`src/rtl/shift_mult_ctrl.sv`:
```
// shift_mult_ctrl -- sequencer for a shift-and-add unsigned multiplier.
//
// Drives an external WIDTH-bit right-shift register (clear > load > shift).
// The multiplier is parallel-loaded into that register. The register then
// shifts for WIDTH cycles. Each cycle, sr_lsb selects whether the shifted
// multiplicand is added into a 2*WIDTH accumulator.
//
// Ports:
//   clk           rising-edge system clock
//   reset         asynchronous active-low reset
//   start         multiply request, sampled only in IDLE
//   abort         synchronous cancel, effective in LOAD or RUN
//   multiplicand  operand A, captured on accepted start
//   multiplier    operand B, captured on accepted start
//   sr_lsb        bit 0 of the external shift register
//   sr_clear      shift register clear (high in IDLE and DONE)
//   sr_load       shift register load (high in LOAD)
//   sr_in         shift register parallel load data
//   busy          high in LOAD and RUN
//   done          one-cycle pulse in DONE
//   product       result, held until the next accepted start
module shift_mult_ctrl #(
    parameter int unsigned WIDTH = 8,
    parameter int unsigned CNT_W = 4
) (
    input  logic               clk,
    input  logic               reset,
    input  logic               start,
    input  logic               abort,
    input  logic [WIDTH-1:0]   multiplicand,
    input  logic [WIDTH-1:0]   multiplier,
    input  logic               sr_lsb,
    output logic               sr_clear,
    output logic               sr_load,
    output logic [WIDTH-1:0]   sr_in,
    output logic               busy,
    output logic               done,
    output logic [2*WIDTH-1:0] product
);

    typedef enum logic [1:0] {
        S_IDLE,
        S_LOAD,
        S_RUN,
        S_DONE
    } state_t;

    localparam logic [CNT_W-1:0] LAST_CNT = CNT_W'(WIDTH - 1);

    state_t               state_q,   state_d;
    logic [CNT_W-1:0]     count_q,   count_d;
    logic [2*WIDTH-1:0]   acc_q,     acc_d;
    logic [2*WIDTH-1:0]   product_q, product_d;
    logic [WIDTH-1:0]     mcand_q,   mcand_d;
    logic [WIDTH-1:0]     mplier_q,  mplier_d;

    logic [2*WIDTH-1:0]   partial;
    logic [2*WIDTH-1:0]   acc_sum;

    always_comb begin
        state_d   = state_q;
        count_d   = count_q;
        acc_d     = acc_q;
        product_d = product_q;
        mcand_d   = mcand_q;
        mplier_d  = mplier_q;

        // Shifted multiplicand for the bit currently at the register's LSB.
        partial = '0;
        if (sr_lsb) begin
            partial = {{WIDTH{1'b0}}, mcand_q} << count_q;
        end
        acc_sum = acc_q + partial;

        case (state_q)
            S_IDLE: begin
                if (start) begin
                    mcand_d  = multiplicand;
                    mplier_d = multiplier;
                    acc_d    = '0;
                    count_d  = '0;
                    state_d  = S_LOAD;
                end
            end
            S_LOAD: begin
                state_d = abort ? S_IDLE : S_RUN;
            end
            S_RUN: begin
                if (abort) begin
                    state_d = S_IDLE;
                end else begin
                    acc_d   = acc_sum;
                    count_d = count_q + CNT_W'(1);
                    // Final bit: publish the sum on the same edge as the add.
                    if (count_q == LAST_CNT) begin
                        product_d = acc_sum;
                        state_d   = S_DONE;
                    end
                end
            end
            S_DONE: begin
                state_d = S_IDLE;
            end
            default: begin
                state_d = S_IDLE;
            end
        endcase
    end

    always_ff @(posedge clk or negedge reset) begin
        if (!reset) begin
            state_q   <= S_IDLE;
            count_q   <= '0;
            acc_q     <= '0;
            product_q <= '0;
            mcand_q   <= '0;
            mplier_q  <= '0;
        end else begin
            state_q   <= state_d;
            count_q   <= count_d;
            acc_q     <= acc_d;
            product_q <= product_d;
            mcand_q   <= mcand_d;
            mplier_q  <= mplier_d;
        end
    end

    // Outputs depend only on registered state.
    assign sr_clear = (state_q == S_IDLE) || (state_q == S_DONE);
    assign sr_load  = (state_q == S_LOAD);
    assign sr_in    = (state_q == S_LOAD) ? mplier_q : '0;
    assign busy     = (state_q == S_LOAD) || (state_q == S_RUN);
    assign done     = (state_q == S_DONE);
    assign product  = product_q;

endmodule
```
`config.mk`:
```
export PLATFORM = sky130hd
export DESIGN_NAME = shift_mult_ctrl
export DESIGN_NICKNAME = d
export VERILOG_FILES = /design/src/rtl/shift_mult_ctrl.sv
export SDC_FILE = /design/constraint.sdc
export NUM_CORES = 1
export LEC_CHECK = 0
export BUFFER_PORTS_ARGS = -buffer_cell sky130_fd_sc_hd__buf_4
export CAP_MARGIN = 20
export CELL_PAD_IN_SITES_DETAIL_PLACEMENT = 1
export CELL_PAD_IN_SITES_GLOBAL_PLACEMENT = 2
export CORE_MARGIN = 1.5
export CORE_UTILIZATION = 39
export CTS_CLUSTER_SIZE = 25
export DETAILED_ROUTE_END_ITERATION = 12
export GPL_ROUTABILITY_DRIVEN = 1
export PLACE_DENSITY = 0.94
export SYNTH_ARGS = -nofsm -noshare
export SYNTH_HDL_FRONTEND = slang
export SYNTH_SLANG_ARGS = --single-unit
```
`constraint.sdc`:
```
create_clock -name clk -period 8.6 [get_ports clk]
set_clock_uncertainty 0.05 [all_clocks]
set_input_delay 0.43 -clock clk [delete_from_list [all_inputs] [get_ports clk]]
set_output_delay 0.43 -clock clk [all_outputs]
set_load 0.005 [all_outputs]
```
======== After elaboration in Yosys (flattened, before gate mapping) ========
Index checks and enable logic that the tools add are counted.
storage, ports and cells
  bits in registers ....................... 54
  latch bits .............................. 0
  bits in writable memories ............... 0
  ROM bits ................................ 0
  input port bits ......................... 21
  output and inout bits ................... 28
  word-level logic and storage cells ...... 38
  memories ................................ 0
operators by class
  add/sub/neg operators ................... 2
  multipliers ............................. 0
  div/mod/pow operators ................... 0
  order comparisons ....................... 0
  equality and inequality tests ........... 7
  shift operators ......................... 1
  muxes and demuxes ....................... 13
  bitwise gates (word level) .............. 1
  reductions and logical operators ........ 8
operators with widths
  cell                   count
  $mux W16               3
  $pmux W16 S2           1
  $add A16 B16 Y16       1
  $shl A8 B4 Y16         1
  $mux W2                4
  $mux W4                2
  $mux W8                1
  $pmux W2 S4            1
  $pmux W4 S2            1
  $reduce_and A3 Y1      2
  $add A4 B1 Y4 const B  1
  $eq A2 B2 Y1 const B   2
  $eq A4 B3 Y1 const B   1
  $ne A2 B2 Y1 const B   2
  $reduce_and A2 Y1      2
  $ne A3 B3 Y1 const B   1
  $eq A2 B1 Y1 const B   1
  $logic_not A2 Y1       1
  $logic_or A1 B1 Y1     2
  $reduce_bool A2 Y1     1
  $not A1 Y1             1

======== Depth between registers and ports, before layout ========
  word-level depth ........................ 5
  gate-level depth with buffers ........... 17
  gate-level depth less buffers ........... 14

======== Least setup slack after synthesis ========
No wires, ideal clock.
  kind .................................... reg2reg
  start point ............................. register count_q[0]
  end point ............................... register acc_q[15]
  setup time .............................. 0.066 ns
  arrival time ............................ 3.186 ns
  data required time ...................... 8.484 ns
  slack ................................... 5.298 ns
  stages on the path, launching flop included .. 17
  buffers on the path ..................... 3
  period minus slack after synthesis ...... 3.302 ns
  path through ............................ dfrtp_1 buf_6 clkbuf_1 mux2i_1 nor2_1 a21oi_1 a211oi_1 a21oi_1 nor2b_1 ha_1 clkbuf_1 a21oi_1 o21ai_0 nor2b_1 or4_4 a21o_1 nand3_2
between the ends
  word-level cells in the longest chain between the ends .. 5
ends and longest elaborated chain
  element                   RTL line  RTL
  start: declaration        51        logic [CNT_W-1:0] count_q, count_d;
  start signal: assignment  120       count_q <= count_d;
  $shl A8 B4 Y16            71        partial = {{WIDTH{1'b0}}, mcand_q} << count_q;
  $mux W16                  70        if (sr_lsb) begin
  $add A16 B16 Y16          73        acc_sum = acc_q + partial;
  $mux W16                  89        if (abort) begin
  $pmux W16 S2              75        case (state_q)
  end signal: assignment    114       acc_q <= '0;
  end signal: assignment    121       acc_q <= acc_d;
  end: declaration          52        logic [2*WIDTH-1:0] acc_q, acc_d;
No other way between the ends. The select of a mux whose other input is x is not followed.
A chain may end at the register's enable or synchronous reset.

======== Worst setup path after layout ========
Same ends and word-level chain as after synthesis.

==> flow_metrics.py <==
metrics = {
    "timing": {
        "finalSetupViolations": 0,
        "fmax_mhz": 274,
        "slew_violations": 0,
        "rsz0062_at_grt": "no",
        "fin_crit_ps": 3650,
        "relSlewSlack_pct": 49.2,
        "final_hold_viol_count": 0,
        "finalSetupTns_ps": 0,
        "fin_hold_ws_ps": 106,
        "setup_ws_ps": 4950,
        "min_period_over_period_pct": 42.5,
        "worstMarginPinSlew_ps": 761,
    },
    "floorplan": {
        "die_height_um": 96.0,
        "initial_core_util_pct": 40.7,
        "die-area_um2": 9220,
        "die_w_um": 96.0,
        "io_pins": 49,
        "fp.coreArea_um2": 8300,
        "num_rows": 33,
    },
    "routing": {
        "first_pass_iters": 4,
        "first_iter_violations": 74,
        "drcViolationCount": 0,
        "wirelength_mm": 8.30,
        "ant_nets": 0,
        "wl_per_cell_um": 16.6,
        "vias": 2705,
        "viasPerCell": 5.42,
    },
    "setup_path": {
        "crit_fanout": 16,
        "crit_chain": "mux2_2 > nand2_1 > o21ai_0 > o21ai_0 > o22ai_1 > and2_1 > ha_1 > a21oi_1 > o21ai_0 > nor2b_1 > or4_4 > a21o_1 > nand3_2",
        "critPathCaptureType": "flop",
        "critPathKind": "reg -> reg",
        "cpMostUsedCell": "o21ai_0",
        "crit_arrival_ps": 3860,
        "critPathLaunchType": "flop",
        "worstPathRequired_ps": 8810,
        "crit_buf_inv": 0,
        "critPathTopFamily": "simple AND/OR/NAND/NOR gates",
        "max_stage_delay_ps": 730,
        "slowest_stage": "dfrtp_1",
    },
    "global_route": {
        "antenna_found_initial": 0,
        "first_global_vias": 2845,
        "grt_pass1_wl_mm": 13.9,
        "grt_max_degree": 55,
        "grt_usage_pct": 19.6,
        "grt_overflow": 0,
    },
    "placed_design": {
        "gp_congestion": 0.923,
        "dp.cells": 491,
        "port_buffers": 48,
        "place_area_um2": 3810,
        "place.detailed.hpwl_mm": 6.15,
        "place_ws_ps": 5030,
    },
    "pwr": {
        "powerDensity_nw_per_um2": 242,
        "seqPwrFrac_pct": 38.5,
        "p_sw_mw": 0.349,
        "swShare_pct": 36.8,
        "clkPwrFrac_pct": 18.2,
        "p_leak_nw": 1.90,
        "power.total_mw": 0.948,
        "p_int_mw": 0.599,
        "comb_power_share_pct": 43.3,
        "ir_worst_vdd_mv": 0.135,
    },
    "clock_tree": {
        "root_buffer": "clkbuf_8",
        "htreeDepth": 2,
        "clk_pin_slew_worst_paths_ps": 100,
        "cts_tree": "built",
        "cts_inserted_buffers": 5,
        "clockBufferDepth": 2,
        "cts_sinks": 54,
        "cts_resized": 0,
        "clkLatencyLatePin_ps": 310,
        "ctsHoldBuffers": 0,
        "post-cts-setup-buffer-count": 0,
    },
    "synth": {
        "yosysSeqAreaShare_pct": 40.0,
        "ys_seq_elements": 54,
        "netlist_top_cells_area": "dfrtp_1, mux2_2, ha_1",
        "yosysMostFrequentCell": "dfrtp_1",
        "synth_edf_count": 0,
        "ys_warn_count": 0,
        "synth_cells": 354,
        "synth_common_cells": "dfrtp_1, nand2_1, mux2_2",
        "postSynthAreaPerCell_um2": 9.54,
        "syn_area_um2": 3380,
        "synthDistinctLibCells": 43,
        "synth-main-ff-cell": "dfrtp_1",
        "async_flop_share_pct": 100,
        "syn_nets": 397,
        "synth_area_leader_cell": "dfrtp_1",
        "synth_top_area_share_pct": 40.0,
    },
    "outcome": {
        "status": "finished clean",
    },
    "finish": {
        "final_cells": 499,
        "fin_area_um2": 3920,
        "antenna_cells": 0,
        "final_core_util_pct": 47.2,
        "drive_above_1_share_pct": 22.3,
        "nNetsFinal": 436,
        "area_growth_pct": 16.0,
    },
    "min_path": {
        "hold_path_class": "in -> async",
    },
    "run": {
        "drv_cap": 0,
    },
}
## logic make-up (layout without fill, tap and decap cells)
group | Yosys count | after routing | synth area share [%]
AOI/OAI and AO/OA | 78 | 78 | 14.9
xor gates and xnor gates | 13 | 13 | 3.37
adders and majority gates | 22 | 22 | 8.38
buffers and inverters | 28 | 68 | 3.37
DFF | 54 | 54 | 40.0
muxes | 33 | 33 | 11.1
and+or+nand+nor | 126 | 126 | 18.8
## worst paths after layout
check	from	to	slack, ps	cells after the start
min reg2reg	product[3]	product[3]	440	2
min	reset	acc_q[13]	110	1
min in group clk	multiplicand[4]	mcand_q[4]	290	2
max	count_q[0]	acc_q[15]	4950	13
max reg2reg	count_q[0]	acc_q[15]	4950	13
max in group asynchronous	reset	acc_q[2]	7950	1
## layout by cell type (no fill, tap or decap), types with 4 or more instances in the layout
cell type / instances
dfrtp_1: 54
buf_4: 50
nand2_1: 48
mux2_2: 26
a21oi_1: 21
ha_1: 21
nor2b_1: 16
o21ai_0: 16
nor2_1: 15
a22o_1: 13
and2_1: 12
inv_1: 10
nand4_1: 9
nand3_1: 9
a21o_1: 7
xnor2_1: 7
mux2i_1: 6
nand2b_1: 6
xor2_1: 6
clkbuf_8: 5
o22ai_1: 4
a31oi_1: 4
o31ai_1: 4
## power by group through the flow
stage | clock network, mW | logic, mW | registers, mW
3_3_place_gp | 0 | 0.397 | 0.365
4_1_cts | 0.178 | 0.414 | 0.365
3_5_place_dp | 0 | 0.410 | 0.370
6_report | 0.172 | 0.410 | 0.365
5_1_grt | 0.188 | 0.454 | 0.375
2_1_floorplan | 0 | 0.304 | 0.341
## final cells by class
class                      instances  area (µm²)
multi-input combinational        272        1910
sequential                        54        1350
clock buffer                       6        72.6
timing repair buffer              50         375
fill                             952        4380
tap                              105         131
inverter                          10        37.5
clock inverter                     2        37.5
## worst register-to-register path, delay by kind of cell (launching register included)
family	cells	cell delay, ps
mux	1	420
compound gates	6	990
flops	1	730
fa+ha+maj	1	370
simple gates	5	1030
## layer usage
| layer | up-vias | global-route usage, % | wire, µm |
|---|---|---|---|
| met4 | 0 | 3.80 | 95 |
| met3 | 10 | 3.71 | 251 |
| met5 | - | 0 | 0 |
| met2 | 41 | 34.0 | 4060 |
| met1 | 1317 | 25.4 | 3900 |
| li1 | 1337 | - | - |
## registers in the layout, indices dropped and copies added, names as in the netlist
name      cells
acc_q        16
product      16
mcand_q       8
mplier_q      8
count_q       4
state_q       2
Note: power is estimated with default switching activity, not from simulation.
